### config.mk
export PLATFORM = sky130hd
export DESIGN_NAME = sr_serial_xfer_ctrl_flat
export DESIGN_NICKNAME = d
export VERILOG_FILES = /design/src/rtl/sr_serial_xfer_ctrl_if.sv /design/src/rtl/sr_serial_xfer_ctrl.sv /design/src/flat_wrapper.sv
export SDC_FILE = /design/constraint.sdc
export NUM_CORES = 1
export LEC_CHECK = 0
export CAP_MARGIN = 20
export CORE_MARGIN = 2
export CORE_UTILIZATION = 50
export CTS_CLUSTER_DIAMETER = 40
export DETAILED_ROUTE_END_ITERATION = 8
export GPL_TIMING_DRIVEN = 0
export PLACE_DENSITY_LB_ADDON = 0.08
export SETUP_SLACK_MARGIN = 0.2
export SKIP_LAST_GASP = 1
export SYNTH_ARGS = -nofsm -noshare
export SYNTH_HDL_FRONTEND = slang
export SYNTH_SLANG_ARGS = --single-unit
### constraint.sdc
create_clock -name clk -period 1.62 [get_ports clk]
set_clock_uncertainty 0.05 [all_clocks]
set_input_delay 0.162 -clock clk [delete_from_list [all_inputs] [get_ports clk]]
set_output_delay 0.162 -clock clk [all_outputs]
set_load 0.01 [all_outputs]
### src/rtl/sr_serial_xfer_ctrl_if.sv
// Handshake and serial-link bundle between the transfer controller and its environment.
// The slave side is the controller; the master side is the producer/consumer/shift register.
interface sr_serial_xfer_ctrl_if #(
  parameter int WIDTH = 4
);
  logic             in_valid;
  logic [WIDTH-1:0] in_data;
  logic             in_ready;
  logic             ser_out;
  logic             ser_in;
  logic             sr_clr_n;
  logic             out_valid;
  logic [WIDTH-1:0] out_data;
  logic             out_err;
  logic             out_ready;
  logic             busy;

  modport slave (
    input  in_valid,
    input  in_data,
    output in_ready,
    output ser_out,
    input  ser_in,
    output sr_clr_n,
    output out_valid,
    output out_data,
    output out_err,
    input  out_ready,
    output busy
  );

  modport master (
    output in_valid,
    output in_data,
    input  in_ready,
    input  ser_out,
    output ser_in,
    input  sr_clr_n,
    input  out_valid,
    input  out_data,
    input  out_err,
    output out_ready,
    input  busy
  );
endinterface

### src/rtl/sr_serial_xfer_ctrl.sv
// Drives a parallel word LSB-first into a DEPTH-stage serial shift register, recaptures
// it at the far end, and flags any difference between the returned and sent word.
module sr_serial_xfer_ctrl #(
  parameter int WIDTH = 4,
  parameter int DEPTH = 4
) (
  input logic                clk,
  input logic                clr,
  sr_serial_xfer_ctrl_if.slave bus
);

  localparam int CNT_W = ($clog2(WIDTH + DEPTH) < 1) ? 1 : $clog2(WIDTH + DEPTH);
  localparam logic [CNT_W-1:0] CNT_LAST  = CNT_W'(WIDTH + DEPTH - 1);
  localparam logic [CNT_W-1:0] CAP_FIRST = CNT_W'(DEPTH);
  localparam logic [CNT_W-1:0] CNT_ONE   = CNT_W'(1);

  typedef enum logic [1:0] {
    IDLE = 2'd0,
    XFER = 2'd1,
    DONE = 2'd2
  } state_t;

  state_t           state;
  logic [CNT_W-1:0] cnt;
  logic [WIDTH-1:0] tx_word;
  logic [WIDTH-1:0] tx_shift;
  logic [WIDTH-1:0] rx_shift;
  logic             flush;
  logic [WIDTH-1:0] tx_next;
  logic [WIDTH-1:0] rx_next;

  function automatic logic word_mismatch(input logic [WIDTH-1:0] a, input logic [WIDTH-1:0] b);
    return |(a ^ b);
  endfunction

  // Next drive bit comes from the shifted-down tx word; ser_in enters rx from the MSB side.
  always_comb begin
    tx_next = tx_shift >> 1'b1;
    rx_next = WIDTH'({bus.ser_in, rx_shift} >> 1'b1);
  end

  // Controller state machine with all outputs registered; clr overrides every handshake.
  always_ff @(posedge clk) begin
    if (clr) begin
      state         <= IDLE;
      cnt           <= '0;
      tx_word       <= '0;
      tx_shift      <= '0;
      rx_shift      <= '0;
      flush         <= 1'b1;
      bus.in_ready  <= 1'b0;
      bus.ser_out   <= 1'b0;
      bus.sr_clr_n  <= 1'b0;
      bus.out_valid <= 1'b0;
      bus.out_data  <= '0;
      bus.out_err   <= 1'b0;
      bus.busy      <= 1'b0;
    end else begin
      // Hold the datapath clear for one extra cycle after clr drops.
      bus.sr_clr_n <= ~flush;
      flush        <= 1'b0;
      case (state)
        IDLE: begin
          if (bus.in_valid && bus.in_ready) begin
            tx_word      <= bus.in_data;
            tx_shift     <= bus.in_data;
            cnt          <= '0;
            bus.ser_out  <= bus.in_data[0];
            bus.in_ready <= 1'b0;
            bus.busy     <= 1'b1;
            state        <= XFER;
          end else begin
            bus.ser_out  <= 1'b0;
            bus.in_ready <= ~flush;
            bus.busy     <= 1'b0;
          end
        end
        XFER: begin
          tx_shift <= tx_next;
          if (cnt >= CAP_FIRST) begin
            rx_shift <= rx_next;
          end else begin
            rx_shift <= rx_shift;
          end
          if (cnt == CNT_LAST) begin
            bus.ser_out   <= 1'b0;
            bus.out_data  <= rx_next;
            bus.out_err   <= word_mismatch(rx_next, tx_word);
            bus.out_valid <= 1'b1;
            state         <= DONE;
          end else begin
            bus.ser_out <= tx_next[0];
            cnt         <= cnt + CNT_ONE;
          end
        end
        DONE: begin
          bus.ser_out <= 1'b0;
          if (bus.out_valid && bus.out_ready) begin
            bus.out_valid <= 1'b0;
            bus.in_ready  <= 1'b1;
            bus.busy      <= 1'b0;
            state         <= IDLE;
          end else begin
            bus.in_ready <= 1'b0;
            bus.busy     <= 1'b1;
          end
        end
        default: begin
          state         <= IDLE;
          cnt           <= '0;
          bus.ser_out   <= 1'b0;
          bus.in_ready  <= 1'b0;
          bus.out_valid <= 1'b0;
          bus.busy      <= 1'b0;
        end
      endcase
    end
  end

endmodule

### src/flat_wrapper.sv
// flat-port wrapper written by rule: the top's interface ports become plain ports
module sr_serial_xfer_ctrl_flat 
#(
  parameter int WIDTH = 4,
  parameter int DEPTH = 4
)
  (clk, clr, bus_in_valid, bus_in_data, bus_in_ready, bus_ser_out, bus_ser_in, bus_sr_clr_n, bus_out_valid, bus_out_data, bus_out_err, bus_out_ready, bus_busy);
  sr_serial_xfer_ctrl_if #(.WIDTH(WIDTH)) bus_i ();
  input logic clk;
  input logic clr;
  input wire logic [$bits(bus_i.in_valid)-1:0] bus_in_valid;
  input wire logic [$bits(bus_i.in_data)-1:0] bus_in_data;
  output wire logic [$bits(bus_i.in_ready)-1:0] bus_in_ready;
  output wire logic [$bits(bus_i.ser_out)-1:0] bus_ser_out;
  input wire logic [$bits(bus_i.ser_in)-1:0] bus_ser_in;
  output wire logic [$bits(bus_i.sr_clr_n)-1:0] bus_sr_clr_n;
  output wire logic [$bits(bus_i.out_valid)-1:0] bus_out_valid;
  output wire logic [$bits(bus_i.out_data)-1:0] bus_out_data;
  output wire logic [$bits(bus_i.out_err)-1:0] bus_out_err;
  input wire logic [$bits(bus_i.out_ready)-1:0] bus_out_ready;
  output wire logic [$bits(bus_i.busy)-1:0] bus_busy;
  assign bus_i.in_valid = bus_in_valid;
  assign bus_i.in_data = bus_in_data;
  assign bus_in_ready = bus_i.in_ready;
  assign bus_ser_out = bus_i.ser_out;
  assign bus_i.ser_in = bus_ser_in;
  assign bus_sr_clr_n = bus_i.sr_clr_n;
  assign bus_out_valid = bus_i.out_valid;
  assign bus_out_data = bus_i.out_data;
  assign bus_out_err = bus_i.out_err;
  assign bus_i.out_ready = bus_out_ready;
  assign bus_busy = bus_i.busy;
  sr_serial_xfer_ctrl #(.WIDTH(WIDTH), .DEPTH(DEPTH)) u_core (.clk(clk), .clr(clr), .bus(bus_i));
endmodule
==> results of run 1 <==
state kept, by name, summed over array words and instances (netlist names):
register,cells
u_core.bus.ser_out,1
u_core.bus.out_data,4
u_core.bus.in_ready,1
u_core.flush,1
u_core.tx_word,4
u_core.cnt,3
u_core.tx_shift,3
u_core.bus.sr_clr_n,1
u_core.bus.busy,1
u_core.bus.out_err,1
u_core.state,2
u_core.rx_shift,3
u_core.bus.out_valid,1
through the flow:
| step | setup WS, ns | utilization | instance area, um2 | hold WS [ns] | total power [mW] |
|---|---|---|---|---|---|
| finish | 0.239 | 0.665 | 1430 | 0.240 | 1.21 |
| global route | 0.194 | 0.665 | 1430 | 0.234 | 1.26 |
| CTS | 0.206 | 0.651 | 1400 | 0.230 | 1.22 |
| detailed placement | 0.0329 | 0.615 | 1320 | 0.356 | 0.778 |
| global placement | 0.0281 | 0.615 | 1320 | 0.353 | 0.776 |
| floorplan | 0.220 | - | 1110 | 0.140 | 0.734 |
final cells by class:
| type | count | area [um2] |
|---|---|---|
| plain buffers | 6 | 36.3 |
| clock buffers | 3 | 22.5 |
| clock inverters | 1 | 30.0 |
| fillers | 174 | 719 |
| inverters | 1 | 3.75 |
| multi-input cells | 81 | 586 |
| flip-flops and latches | 26 | 528 |
| well taps | 28 | 35.0 |
| repair buffers | 20 | 188 |
power groups by stage:
stage	registers, mW	clock network, mW	logic [mW]
3_3_place_gp	0.680	0	0.0957
2_1_floorplan	0.680	0	0.0539
5_1_grt	0.669	0.475	0.112
4_1_cts	0.667	0.451	0.0985
6_report	0.667	0.443	0.102
3_5_place_dp	0.681	0	0.0974
cells by family (layout without fill, tap and decap cells):
kind of cell / Yosys count / after routing / share of synthesized area
buffers and inverters: 7 / 31 / 0.0362
xor gates and xnor gates: 5 / 5 / 0.0396
and+or+nand+nor: 46 / 46 / 0.241
muxes: 8 / 8 / 0.0735
AOI/OAI and AO/OA: 20 / 20 / 0.117
adders and majority gates: 2 / 2 / 0.0226
DFF: 26 / 26 / 0.471
metal layers:
metal | up-vias | GRT usage
li1 | 447 | -
met5 | - | 0
met4 | 0 | 0.0946
met3 | 2 | 0.0380
met1 | 402 | 0.235
met2 | 13 | 0.290
layout by cell type, fill, tap and decap left out, types with 2 or more instances in the layout:
cell	Yosys	routed
nand2b_1	4	4
xnor2_1	4	4
clkdlybuf4s50_1	0	9
dlygate4sd2_1	0	8
buf_2	2	2
buf_4	1	3
o21ai_1	2	2
mux2i_1	7	7
ha_4	0	2
nor2_1	9	9
a21oi_1	9	9
clkbuf_4	0	3
nand2_1	15	15
nand3b_1	4	4
dfxtp_2	0	3
a31oi_1	3	3
dfxtp_1	26	22
nand3_1	3	3
how the worst max path moves through the flow:
stage                                               from                              end  slack [ns]  cells after the start
after global routing      u_core.bus.sr_clr_n$_SDFF_PP0_                     bus_sr_clr_n        0.19                      1
after global placement        u_core.cnt[0]$_SDFFE_PP0P_  u_core.bus.out_err$_SDFFE_PP0P_        0.03                      5
after CTS                     u_core.cnt[0]$_SDFFE_PP0P_    u_core.bus.ser_out$_SDFF_PP0_        0.21                      5
after floorplan               u_core.cnt[0]$_SDFFE_PP0P_  u_core.bus.out_err$_SDFFE_PP0P_        0.22                      5
after detailed placement      u_core.cnt[0]$_SDFFE_PP0P_  u_core.bus.out_err$_SDFFE_PP0P_        0.03                      5
final                     u_core.bus.sr_clr_n$_SDFF_PP0_                     bus_sr_clr_n        0.24                      1
what timing repair did:
item | 4_1_cts | 5_1_grt
endpoints found under the setup margin | 17 | 7
hold endpoints to repair | 0 | 0
hold buffers | 0 | 0
gates resized for setup | 15 | 5
cloned | 0 | 0
buffers inserted | 1 | 1
pin swaps | 1 | 0
==> run summary, run 1 <==
Slew HR -> 0.678
top cells by area in the synthesized netlist -> dfxtp_1 (47%), mux2i_1 (6.3%), nand2_1 (5.1%), a21oi_1 (4.1%), xnor2_1 (3.2%)
final wirelength -> 2110 um
Net Sw Power -> 0.252 mW
initial core utilization -> 0.515
Max VDD drop -> 0.718 mV
flop-to-flop setup slack -> 0.29 ns
Peak Freq -> 724 MHz
Hold Path Stages -> 1
Crit Path Class -> reg -> out
sequential fraction of the synthesis area -> 0.471
worst hold start -> clr
class of the worst hold path -> in -> reg
Max Cap Violations -> 0
Vias -> 864
Syn Inst Count -> 114
number of setup violations in the final report -> 0
CTS tree -> yes
Initial DRT Pass Iterations -> 5
hpwl dp -> 1500 um
RSZ-0062 raised after global routing -> false
Final Wtd Congestion -> 0.728
critical-path cell list -> clkdlybuf4s50_1
Async S/R FF share, synth -> 0
most frequent cell after synthesis -> dfxtp_1
WL met3 -> 75 um
number of synthesized flops with an enable pin -> 0
antenna-violating nets left -> 0
Die H -> 51.0 um
Synth top area share -> 0.471
syn_nets -> 125
largest net degree at the start of global routing -> 16
Horiz. Die Dim -> 51.0 um
DIE AREA -> 2600 um2
Cell Pwr Density -> 848 nW/um2
Lkg Pwr -> 0.631 nW
Area Growth Syn to Fin -> 29.2%
most common flop cell mapped by yosys -> dfxtp_1
reg-to-reg startpoint -> u_core.cnt[0]$_SDFFE_PP0P_
Cell Area, Synth -> 1110 um2
clk buf depth -> 2
vias in the first global route -> 816
highest-delay cell along the critical path -> clkdlybuf4s50_1
arrival time at the worst endpoint -> 1.17 ns
clk slew on worst S/H paths -> 0.14 ns
CP top delay family -> buffers and inverters
port bufs -> 18
Gate power share -> 0.084
Worst Tran Pin Value -> 0.482 ns
YS warnings -> 0
total core area -> 2150 um2
r2r endpoint -> u_core.bus.out_err$_SDFFE_PP0P_
# rows -> 17
drt wl/cell -> 12.7 um
Crit path buffers/inverters -> 1
WL met1 -> 1040 um
clock latency on the worst-skew pair -> 0.32 ns
sequential share of power -> 0.550
max-slew violations -> 0
crit start category -> flop
met2 wire length -> 977 um
FF+latch count, synth -> 26
Initial DRC Count -> 10
Clock Tree Root -> clkbuf_4
antenna cells -> 0
# DRC -> 0
fraction of layout cells with a size suffix above 1 -> 0.174
Max Used Layer -> met4
switch share -> 0.208
Internal Power -> 0.960 mW
Clk pwr share -> 0.366
Crit. End Element -> output port
Hold Path Sink -> u_core.flush$_DFF_P_
minimum clock period -> 1.38 ns
Final nets -> 150
H-tree Lvls -> 1
Final Non-Filler Cells -> 166
total CTS buffers -> 3
syn avg cell area -> 9.70 um2
Setup TNS -> 0 ns
Via density -> 5.20
Sink Count -> 26
Fin. Hold Viols -> 0
I/O Pins -> 19
CP required -> 1.41 ns
status -> completed
Synth top cells by count -> dfxtp_1 (26), nand2_1 (15), a21oi_1 (9), nor2_1 (9), mux2i_1 (7)
Placed Instances -> 160
first-pass GRT wire length -> 3580 um
gr ovfl total -> 0
initial antenna violation count -> 0
Reg2Reg Depth -> 5
Max FO, Critical Path -> 1
largest area contributor in the netlist -> dfxtp_1
Final Cycle Share -> 0.852
largest stage delay on the critical path -> 0.52 ns
post-synth cell types -> 36
gr usage total -> 0.183
(Power assumes the default switching activity.)
==> inputs of run 2 (changes only) <==
--- a/config.mk
+++ b/config.mk
@@ -14,6 +14,7 @@
 export PLACE_DENSITY_LB_ADDON = 0.08
 export SETUP_SLACK_MARGIN = 0.2
 export SKIP_LAST_GASP = 1
+export SLEW_MARGIN = 10
 export SYNTH_ARGS = -nofsm -noshare
 export SYNTH_HDL_FRONTEND = slang
 export SYNTH_SLANG_ARGS = --single-unit
==> results of run 2 <==
No change in the layout: final DEF, timing and power equal those of run 1.
